--- src/rtl/uart_frame_ctrl.sv ---
// uart_frame_ctrl: parses the UART byte stream into framed commands for the FIR.
//   Frame: SYNC, CMD, LEN, LEN x {lo, hi} words, CHK (XOR of CMD, LEN and payload).
//   CMD 01 writes coefficients and commits on a good checksum; CMD 02 streams samples.
// Ports:
//   i_clk, i_rstn            clock, asynchronous active-low reset
//   i_rxdatval, i_rxbyte     received byte strobe and data
//   o_coef_we/addr/data      coefficient shadow-bank write
//   o_coef_commit            bank swap pulse after a clean coefficient frame
//   o_smp_valid/data, i_smp_ready  sample handshake (one-entry holding register)
//   o_busy                   frame in progress
//   o_err, o_err_code        error pulse; code 0 timeout, 1 CMD, 2 LEN, 3 checksum
//   o_overflow, i_clr_ovf    sticky dropped-sample flag and its clear
module uart_frame_ctrl #(
    parameter int unsigned NUM_TAPS     = 16,
    parameter int unsigned ADDR_W       = 4,
    parameter int unsigned DATA_W       = 16,
    parameter logic [7:0]  SYNC_BYTE    = 8'hA5,
    parameter int unsigned TIMEOUT_CLKS = 25000
) (
    input  logic              i_clk,
    input  logic              i_rstn,
    input  logic              i_rxdatval,
    input  logic [7:0]        i_rxbyte,
    output logic              o_coef_we,
    output logic [ADDR_W-1:0] o_coef_addr,
    output logic [DATA_W-1:0] o_coef_data,
    output logic              o_coef_commit,
    output logic              o_smp_valid,
    output logic [DATA_W-1:0] o_smp_data,
    input  logic              i_smp_ready,
    output logic              o_busy,
    output logic              o_err,
    output logic [1:0]        o_err_code,
    output logic              o_overflow,
    input  logic              i_clr_ovf
);

    localparam int unsigned TO_W = $clog2(TIMEOUT_CLKS);

    typedef enum logic [2:0] {
        S_HUNT,
        S_CMD,
        S_LEN,
        S_LO,
        S_HI,
        S_CHK
    } state_t;

    state_t          state;
    logic            cmd_coef;
    logic [7:0]      len_q;
    logic [7:0]      wcnt;
    logic [7:0]      lo_q;
    logic [7:0]      chk_q;
    logic [TO_W-1:0] tcnt;

    logic              push_c;
    logic              xfer_c;
    logic [7:0]        wcnt_inc_c;
    logic [DATA_W-1:0] word_c;

    assign wcnt_inc_c = wcnt + 8'd1;
    assign word_c     = DATA_W'({i_rxbyte, lo_q});
    assign push_c     = i_rxdatval && (state == S_HI) && !cmd_coef;
    assign xfer_c     = o_smp_valid && i_smp_ready;

    // Frame parser, timeout watchdog and registered coefficient/error outputs.
    always_ff @(posedge i_clk or negedge i_rstn) begin
        if (!i_rstn) begin
            state         <= S_HUNT;
            cmd_coef      <= 1'b0;
            len_q         <= 8'd0;
            wcnt          <= 8'd0;
            lo_q          <= 8'd0;
            chk_q         <= 8'd0;
            tcnt          <= '0;
            o_coef_we     <= 1'b0;
            o_coef_addr   <= '0;
            o_coef_data   <= '0;
            o_coef_commit <= 1'b0;
            o_busy        <= 1'b0;
            o_err         <= 1'b0;
            o_err_code    <= 2'd0;
        end else begin
            o_coef_we     <= 1'b0;
            o_coef_commit <= 1'b0;
            o_err         <= 1'b0;
            if (i_rxdatval) begin
                // A byte always beats a coincident timeout.
                tcnt <= '0;
                case (state)
                    S_HUNT: begin
                        if (i_rxbyte == SYNC_BYTE) begin
                            state  <= S_CMD;
                            o_busy <= 1'b1;
                        end
                    end
                    S_CMD: begin
                        if (i_rxbyte == 8'h01 || i_rxbyte == 8'h02) begin
                            cmd_coef <= (i_rxbyte == 8'h01);
                            chk_q    <= i_rxbyte;
                            state    <= S_LEN;
                        end else begin
                            o_err      <= 1'b1;
                            o_err_code <= 2'd1;
                            state      <= S_HUNT;
                            o_busy     <= 1'b0;
                        end
                    end
                    S_LEN: begin
                        if (i_rxbyte == 8'd0 || (cmd_coef && i_rxbyte > 8'(NUM_TAPS))) begin
                            o_err      <= 1'b1;
                            o_err_code <= 2'd2;
                            state      <= S_HUNT;
                            o_busy     <= 1'b0;
                        end else begin
                            len_q <= i_rxbyte;
                            wcnt  <= 8'd0;
                            chk_q <= chk_q ^ i_rxbyte;
                            state <= S_LO;
                        end
                    end
                    S_LO: begin
                        lo_q  <= i_rxbyte;
                        chk_q <= chk_q ^ i_rxbyte;
                        state <= S_HI;
                    end
                    S_HI: begin
                        chk_q <= chk_q ^ i_rxbyte;
                        if (cmd_coef) begin
                            o_coef_we   <= 1'b1;
                            o_coef_addr <= ADDR_W'(wcnt);
                            o_coef_data <= word_c;
                        end
                        wcnt  <= wcnt_inc_c;
                        state <= (wcnt_inc_c == len_q) ? S_CHK : S_LO;
                    end
                    S_CHK: begin
                        if (i_rxbyte == chk_q) begin
                            o_coef_commit <= cmd_coef;
                        end else begin
                            o_err      <= 1'b1;
                            o_err_code <= 2'd3;
                        end
                        state  <= S_HUNT;
                        o_busy <= 1'b0;
                    end
                    default: begin
                        state  <= S_HUNT;
                        o_busy <= 1'b0;
                    end
                endcase
            end else if (state != S_HUNT) begin
                if (tcnt == TO_W'(TIMEOUT_CLKS - 1)) begin
                    o_err      <= 1'b1;
                    o_err_code <= 2'd0;
                    state      <= S_HUNT;
                    o_busy     <= 1'b0;
                    tcnt       <= '0;
                end else begin
                    tcnt <= tcnt + TO_W'(1);
                end
            end
        end
    end

    // One-entry sample holding register; a word arriving while full and stalled is dropped.
    always_ff @(posedge i_clk or negedge i_rstn) begin
        if (!i_rstn) begin
            o_smp_valid <= 1'b0;
            o_smp_data  <= '0;
            o_overflow  <= 1'b0;
        end else begin
            if (push_c) begin
                if (!o_smp_valid || xfer_c) begin
                    o_smp_valid <= 1'b1;
                    o_smp_data  <= word_c;
                end
            end else if (xfer_c) begin
                o_smp_valid <= 1'b0;
            end
            if (push_c && o_smp_valid && !xfer_c) begin
                o_overflow <= 1'b1;
            end else if (i_clr_ovf) begin
                o_overflow <= 1'b0;
            end
        end
    end

endmodule
--- config.mk ---
export PLATFORM = sky130hd
export DESIGN_NAME = uart_frame_ctrl
export DESIGN_NICKNAME = d
export VERILOG_FILES = /design/src/rtl/uart_frame_ctrl.sv
export SDC_FILE = /design/constraint.sdc
export NUM_CORES = 1
export LEC_CHECK = 0
export BUFFER_PORTS_ARGS = -buffer_cell sky130_fd_sc_hd__buf_2
export CORE_ASPECT_RATIO = 1.5
export CORE_MARGIN = 2
export CORE_UTILIZATION = 40
export CTS_CLUSTER_SIZE = 20
export DETAILED_ROUTE_END_ITERATION = 6
export HOLD_SLACK_MARGIN = 0.03
export PLACE_DENSITY = 0.59
export SYNTH_ARGS = -nofsm -noshare
export SYNTH_HDL_FRONTEND = slang
export SYNTH_SLANG_ARGS = --single-unit
--- constraint.sdc ---
create_clock -name i_clk -period 2.96 [get_ports i_clk]
set_input_delay 0 -clock i_clk [delete_from_list [all_inputs] [get_ports i_clk]]
set_output_delay 0 -clock i_clk [all_outputs]
set_load 0.01 [all_outputs]
Word level (Yosys, flattened, before mapping)

Cells that the tools add are included.

Word-level logic and storage cells: 123
RAM bits: 0
Bits in latches: 0
Memories kept: 0
Output and inout port bits: 44
ROM bits: 0
Bits of input ports: 13
Register bits: 95

Muxes and demuxes: 48
Add/sub/neg operators: 2
Bitwise gates (word level): 2
Equal/unequal tests: 20
Reduce and logical (&&, ||, !) cells: 33
Multiply operators: 0
Shift-type cells: 0
Magnitude comparators: 1
Div/mod/pow operators: 0

Operators by type and width:

| kind                    | count |
|---|---|
| $mux W15                | 3 |
| $mux W8                 | 3 |
| $pmux W8 S3             | 1 |
| $mux W1                 | 23 |
| $eq A8 B8 Y1            | 2 |
| $mux W2                 | 8 |
| $pmux W8 S2             | 1 |
| $add A15 B1 Y15 const B | 1 |
| $eq A15 B15 Y1 const B  | 1 |
| $mux W3                 | 5 |
| $pmux W3 S5             | 1 |
| $reduce_and A3 Y1       | 5 |
| $ne A3 B3 Y1 const B    | 4 |
| $reduce_and A6 Y1       | 2 |
| $reduce_bool A2 Y1      | 5 |
| $add A8 B1 Y8 const B   | 1 |
| $eq A8 B1 Y1 const B    | 1 |
| $eq A8 B2 Y1 const B    | 1 |
| $eq A8 B8 Y1 const B    | 1 |
| $gt A8 B5 Y1 const B    | 1 |
| $logic_not A8 Y1        | 1 |
| $xor A8 B8 Y8           | 1 |
| $eq A3 B2 Y1 const B    | 2 |
| $eq A3 B3 Y1 const B    | 2 |
| 16 further kinds        | 30 |

Longest topological paths before layout

Gate-level depths: netlist (run 1).

Depth in word-level cells: 6
Gate-level depth with buffers: 9
Depth with buffers taken out: 6

Least setup slack after synthesis (run 1)

No wires, ideal clock.

Path type: reg-to-reg
Start: reg state[1]
End: reg chk_q[7]
Cell stages (with the launch flop): 9
Slack: 0.645 ns
Required time: 2.839 ns
Path buffers: 3
Setup time: 0.121 ns
Arrival: 2.194 ns
Period minus slack after synthesis: 2.315 ns
Cell sequence: dfrtp_1 -> buf_2 -> or3b_2 -> or4_4 -> and3_4 -> buf_6 -> and2_4 -> buf_6 -> a22o_1

Longest elaborated chain between the ends: 4
Elaborated cells on any way between the ends: 10
Classes of those cells: eq/ne: 6; mux: 1; reduce/logical: 3

RTL lines:

| element                                      | line | text |
|---|---|---|
| start: declaration                           | 49   | `state_t state;` |
| start signal: assignment                     | 136  | `state <= (wcnt_inc_c == len_q) ? S_CHK : S_LO;` |
| $eq A3 B3 Y1 or $eq A3 B2 Y1 (tied branches) | 91   | `case (state)` |
| $reduce_or A2 Y1 (no source line)            | --   |  |
| $reduce_bool A3 Y1 (no source line)          | --   |  |
| $reduce_and A4 Y1 (no source line)           | --   |  |
| end signal: assignment                       | 101  | `chk_q <= i_rxbyte;` |
| end signal: assignment                       | 119  | `chk_q <= chk_q ^ i_rxbyte;` |
| end signal: assignment                       | 125  | `chk_q <= chk_q ^ i_rxbyte;` |
| end: declaration                             | 54   | `logic [7:0] chk_q;` |

Parallel ways exist; a longest one is shown, timed or not.
A chain may end at the register's enable or synchronous reset.

Final worst setup path (run 1)

Start: reg tcnt[9]
End: reg o_busy

Longest elaborated chain between the ends: 3

RTL lines:

| element                             | line | text |
|---|---|---|
| start: declaration                  | 55   | `logic [TO_W-1:0] tcnt;` |
| start signal: assignment            | 161  | `tcnt <= tcnt + TO_W'(1);` |
| $eq A15 B15 Y1                      | 154  | `if (tcnt == TO_W'(TIMEOUT_CLKS - 1)) begin` |
| $reduce_bool A2 Y1 (no source line) | --   |  |
| $reduce_and A6 Y1 (no source line)  | --   |  |
| end signal: assignment              | 146  | `o_busy <= 1'b0;` |
| end signal: assignment              | 150  | `o_busy <= 1'b0;` |
| end signal: assignment              | 158  | `o_busy <= 1'b0;` |
| end: declaration                    | 31   | `output logic o_busy,` |

Every way passes these cells.

==> metrics.md, run 1 <==
| Metric | Value |
|---|---|
| CP Launch Type | flip-flop |
| Most frequent cells after synthesis | dfrtp_1, mux2_2, nand2_1 |
| Initial Util | 40.6% |
| Logic gate share of total power | 7.3% |
| PostCTS Resize Cnt | 0 |
| Flop pwr share | 50.9% |
| Setup violations, final | 0 |
| YS warnings | 0 |
| Root buf cell | clkbuf_16 |
| GR Util All Layers | between 10% and 20% |
| Synth top area share | 51.5% |
| Internal Power | around 2000 uW |
| Setup_tns | 0 ns |
| Cell Pwr Density | 496 mW/mm^2 |
| Clk Latency, worst-skew pair | 0.34 ns |
| Clock sink count | 95 |
| Async S/R FF share, synth | 100% |
| Mapped Cells | 410 |
| Drt drc | 0 |
| DP Cell Count | 599 |
| Area contributors post-synth | dfrtp_1, mux2_2, xnor2_1 |
| Final period util | 81.9% |
| Worst VDD drop | 0.409 mV |
| Critical-path cell list | or4b_2 -> nor4_1 -> a21o_1 -> a31oi_1 -> a211o_1 |
| Pins Over Slew Limit | 0 |
| Via density | about 5.3 |
| Final Util | 47.2% |
| Slowest cell on crit path | or4b_2 |
| Crit path DAT | 2.65 ns |
| Minimum clock period after layout | 2.42 ns |
| Core box area | 0.0114 mm^2 |
| Nature of the critical path endpoint | flip-flop |
| Die footprint | 0.0124 mm^2 |
| Dpl cell area | 0.00503 mm^2 |
| Gp weighted congestion | 0.878 |
| Fmax | roughly 410 MHz |
| Flops & latches, synth | 95 |
| IO buf count | 56 |
| Hold WC Path Type | in -> reg |
| WS Path Type | reg -> reg |
| Site row count | 48 |
| Post-layout net count | 479 |
| Largest area contributor in the netlist | dfrtp_1 |
| Vias | 3,307 |
| Detailed Place HPWL | between 7 and 8 mm |
| N_diodes | 0 |
| Initial DRC count | 212 |
| Count leader, synth | dfrtp_1 |
| Vias in the first global route | 3,309 |
| Layout cells sized above 1 | between 20% and 30% |
| Post-Place Worst Slack | roughly 0.54 ns |
| Register area share after synthesis | about half |
| GRT overflow | 0 |
| Sw Share | approximately a quarter |
| Clock tree buffer depth | 2 |
| Die Span Y | approximately 140 um |
| Pre-antenna DRT Iters | 4 |
| Largest net degree at the start of global routing | 68 |
| Pleak | 0.00270 uW |
| Post-Layout Cell Count | between 600 and 700 |
| Max-cap violations | 0 |
| Syn avg cell area | roughly 11 um^2 |
| CP required | 3.19 ns |
| Initial antenna violation count | 0 |
| # H-tree levels | 3 |
| Status | complete, no violations |
| RSZ-0062 raised after global routing | false |
| Clk_skew | just over 0.009 ns |
| WL per Instance | 17.0 um |
| Worst-margin pin slew | 0.863 ns |
| Num CTS Buffers | 9 |
| Final Cell Area | 0.00536 mm^2 |
| I/O pin cnt | 57 |
| Detailed Route WL | 10.5 mm |
| Psw | 646 uW |
| Max FO, Critical Path | 9 |
| Post-synth EDFFs | 0 |
| Post-Syn Area | 0.00461 mm^2 |
| Worst setup margin | 0.536 ns |
| Slowest stage delay, CP | approximately 0.69 ns |
| Unique masters post-synth | 60 |
| DIE WIDTH | 91.7 um |
| Clock share of power | 41.8% |
| Delay-heaviest family, CP | simple AND/OR/NAND/NOR gates |
| Area Overhead vs Synth | 16.1% |
| TritonCTS clock tree | yes |
| Global-route wire length before repair | 17.3 mm |
| Top_reg_cell synth | dfrtp_1 |
| Slew Limit Headroom | 42.5% |
| Routed Antenna Nets | 0 |
| Syn_nets | 425 |
| Worst-path clk slew | around 0.07 ns |
| Worst Path Buf+Inv | 0 |
| Hold Fails Final Rpt | 0 |
sequential cells by signal (all words and copies together) (netlist names), 2 cells and up:
signal / count
o_coef_addr: 4
chk_q: 8
len_q: 8
o_coef_data: 16
lo_q: 8
state: 3
wcnt: 8
o_smp_data: 16
o_err_code: 2
tcnt: 15
worst register-to-register path, cell delays in order, from the launching register on:
cell,delay [ns]
dfrtp_1,0.40
or4b_2,0.69
nor4_1,0.49
a21o_1,0.37
a31oi_1,0.12
a211o_1,0.24
cell type report:
class,count,area (um^2)
flip-flops and latches,95,2380
clock buffers,12,256
clock inverters,4,30.0
fillers,1060,5990
multi-input cells,276,2060
inverters,12,45.0
well taps,150,188
repair buffers,70,398
repair_timing:
item / 4_1_cts / 5_1_grt
buffers inserted: 0 / 0
endpoints found under the setup margin: 0 / 0
hold endpoints to repair: 67 / 0
hold buffers: 4 / 0
metrics by stage:
| stage | total power, uW | hold WS [ns] |
|---|---|---|
| after global routing | 2770 | 0.0628 |
| after global placement | 1570 | 0.168 |
| final | 2660 | 0.0524 |
| after CTS | 2690 | 0.0429 |
| after floorplan | 1490 | -0.296 |
| after detailed placement | 1570 | 0.170 |
final timing paths:
path	start	to	slack, ns	cells past startpoint
worst max-delay path	tcnt[9]	o_busy	0.54	5
worst min-delay path	i_rxbyte[5]	o_smp_data[13]	0.05	2
worst max register to register	tcnt[9]	o_busy	0.54	5
worst min register to register	o_coef_data[4]	o_coef_data[4]	0.50	1
max in group asynchronous	i_rstn	chk_q[3]	1.85	3
min in group asynchronous	i_rstn	o_coef_addr[1]	0.30	2
power by group through the flow:
stage | Clock [uW] | Sequential (uW) | Combinational (uW)
5_1_grt | 1190 | 1350 | 220
6_report | 1110 | 1350 | 195
4_1_cts | 1140 | 1350 | 200
3_3_place_gp | 0 | 1380 | 194
2_1_floorplan | 0 | 1370 | 113
3_5_place_dp | 0 | 1380 | 196
kinds of logic (layout without fill, tap and decap cells):
| kind of cell | count (synthesis) | after routing | share of synthesized area (%) |
|---|---|---|---|
| simple gates | 118 | 118 | 14.3 |
| mux | 60 | 60 | 14.5 |
| buf+inv | 39 | 98 | 3.74 |
| compound gates | 67 | 67 | 9.90 |
| fa+ha+maj | 2 | 2 | 0.543 |
| flops | 95 | 95 | 51.5 |
| xor+xnor | 29 | 29 | 5.51 |
layer usage:
layer | GRT usage (%) | up-vias | wire length, um
li1 | - | 1592 | -
met1 | 21.4 | 1641 | 4540
met2 | 31.1 | 57 | 5470
met3 | 3.51 | 17 | 290
met4 | 8.08 | 0 | 239
met5 | 0 | - | 0
cell usage in the layout (no fill, tap or decap), types with 3 or more instances in the layout:
master and count:
dfrtp_1 95, buf_2 55, mux2_2 47, nand2_1 25, nand3_1 18, nor2_1 17
xnor2_1 15, a21oi_1 15, xor2_1 14, inv_1 12, buf_4 11, a31oi_1 10
nor3_1 10, o21ai_0 9, clkbuf_16 9, or3_1 7, mux2i_1 7, nor4_1 6
mux2_1 6, nor2b_1 4, a21o_1 4, and3_1 4, a22o_1 4, dlygate4sd3_1 4
o31ai_1 3, nor3b_1 3, nand4_1 3
No activity file was read; power rests on OpenSTA's default activity.
==> run 2, diff against run 1 <==
==> constraint.sdc (replaced) <==
create_clock -name i_clk -period 2.46 [get_ports i_clk]
set_input_delay 0 -clock i_clk [delete_from_list [all_inputs] [get_ports i_clk]]
set_output_delay 0 -clock i_clk [all_outputs]
set_load 0.01 [all_outputs]
==> run 2 against run 1 <==
Combinational power up 30%. Critical endpoint is now tcnt[12]. Fmax increased by 5.8%. Highest routed layer unchanged. Sequential share of layout area decreased by 0.91 points.
==> metrics.md, run 2 (synthesis gave the netlist of run 1 again) <==
| Metric | Value |
|---|---|
| Slowest cell on crit path | or4b_2 |
| Max-cap violations | 0 |
| Initial antenna violation count | 0 |
| Worst VDD drop | 0.415 mV |
| Setup violations, final | 0 |
| Post-Place Worst Slack | around 0.058 ns |
| Clk Latency, worst-skew pair | 0.36 ns |
| Commonest non-fill, non-tap cell in the layout | dfrtp_1 |
| Hold WC Path Type | in -> reg |
| Fmax | approximately 440 MHz |
| Initial DRC count | 261 |
| Initial Util | between 40% and 50% |
| Largest net degree at the start of global routing | 56 |
| Drt drc | 0 |
| Critical-path cell list | or4b_2 -> o41ai_1 -> nand2b_1 -> o22ai_1 -> a21o_1 |
| Slew Limit Headroom | 57.6% |
| Delay-heaviest family, CP | simple AND/OR/NAND/NOR gates |
| N_diodes | 0 |
| Final Cell Area | 0.00547 mm^2 |
| Minimum clock period after layout | 2.29 ns |
| Worst Path Buf+Inv | 0 |
| Post-CTS Setup Bufs | 0 |
| Final period util | 93.1% |
| GRT overflow | 0 |
| Max FO, Critical Path | 6 |
| Slowest stage delay, CP | a little over 0.7 ns |
| Layout cells sized above 1 | 31.4% |
| Area Overhead vs Synth | 18.6% |
| Post-layout net count | ~490 |
| Clock tree buffer depth | 2 |
| WL per Instance | ~17 um |
| Crit path DAT | approximately 2.5 ns |
| IO buf count | 56 |
| CP required | approximately 2.7 ns |
| Worst-path clk slew | approximately 0.070 ns |
| Worst-margin pin slew | 0.633 ns |
| RSZ-0062 raised after global routing | false |
| # H-tree levels | 3 |
| Setup_tns | 0 ns |
| Most frequent cells in the layout | dfrtp_1, buf_2, mux2_2, nand2_1 |
| GR Util All Layers | 18.1% |
| Nature of the critical path endpoint | flip-flop |
| Pins Over Slew Limit | 0 |
| DIE WIDTH | just over 90 um |
| Via density | ~5.4 |
| Root buf cell | clkbuf_16 |
| Num CTS Buffers | 9 |
| TritonCTS clock tree | yes |
| Detailed Route WL | 10.7 mm |
| Cell Pwr Density | 616 mW/mm^2 |
| Vias in the first global route | between 3,000 and 4,000 |
| Pleak | roughly 0.0028 uW |
| Final Util | 48.2% |
| WS Path Type | reg -> reg |
| Clock sink count | 95 |
| Hold Fails Final Rpt | 0 |
| Die footprint | 0.0124 mm^2 |
| Routed Antenna Nets | 0 |
| Worst setup margin | between 0.15 and 0.2 ns |
| Detailed Place HPWL | roughly 7.4 mm |
| Die Span Y | approximately 140 um |
| CP Launch Type | flip-flop |
| Clk_skew | 0.0123 ns |
| Pre-antenna DRT Iters | 5 |
| Gp weighted congestion | 0.874 |
| Global-route wire length before repair | approximately 18 mm |
| Dpl cell area | between 0.005 and 0.006 mm^2 |
| Top flop regs | o_coef_data (16), o_smp_data (16), tcnt (15) |
| Site row count | 48 |
| I/O pin cnt | 57 |
| Status | complete, no violations |
| Core box area | roughly 0.011 mm^2 |
| Vias | 3,378 |
-- run 2: repair_timing --
action | CTS | global route
hold buffers | 4 | 0
resized for setup | 0 | 1
endpoints found under the setup margin | 0 | 3
hold endpoints to repair | 42 | 0
-- run 2: per-stage QoR --
stage / hold slack [ns] / instances / total power, uW
6_report: 0.0613 / 627 / 3370
3_5_place_dp: 0.0322 / 607 / 1900
3_3_place_gp: 0.0411 / 607 / 1900
2_1_floorplan: -0.296 / 410 / 1790
5_1_grt: 0.0809 / 627 / 3500
4_1_cts: 0.0649 / 627 / 3400
-- run 2: path summary, 6_finish.rpt --
kind                                start              to  slack (ns)  cells after the start
max                               tcnt[9]        tcnt[12]        0.17                      5
min                           i_rxbyte[7]        len_q[7]        0.06                      3
max reg2reg                       tcnt[9]        tcnt[12]        0.17                      5
min reg2reg                o_coef_data[8]  o_coef_data[8]        0.50                      1
max in group asynchronous          i_rstn        chk_q[2]        1.60                      3
min in group asynchronous          i_rstn         wcnt[1]        0.18                      2
-- run 2: metal layers --
metal  up-vias  track usage [%]  part of all wire, %
li1       1603                -                    -
met1      1703             21.8                   42
met2        56             32.1                   53
met3        16             3.51                  2.7
met4         0             6.40                  1.8
met5         -                0                    0
-- run 2: final cells by class --
| type | count | area, um^2 |
|---|---|---|
| Clock inverter | 7 | 95.1 |
| Clock buffer | 9 | 225 |
| Tap cell | 150 | 188 |
| Sequential cell | 95 | 2380 |
| Fill cell | 1047 | 5880 |
| Multi-Input combinational cell | 276 | 2070 |
| Timing Repair Buffer | 78 | 470 |
| Inverter | 12 | 45.0 |
-- run 2: worst reg2reg max path, cell delays in order, from the launching register on --
cell and delay, ns:
dfrtp_1 0.40, or4b_2 0.72, o41ai_1 0.48, nand2b_1 0.28, o22ai_1 0.12, a21o_1 0.19
-- run 2: power by group --
part	internal, uW	total, uW	leakage (uW)	switching (uW)
Clock	822	1500	0.000158	674
Combinational	94.8	254	0.00130	160
Sequential	1590	1620	0.00131	26.0
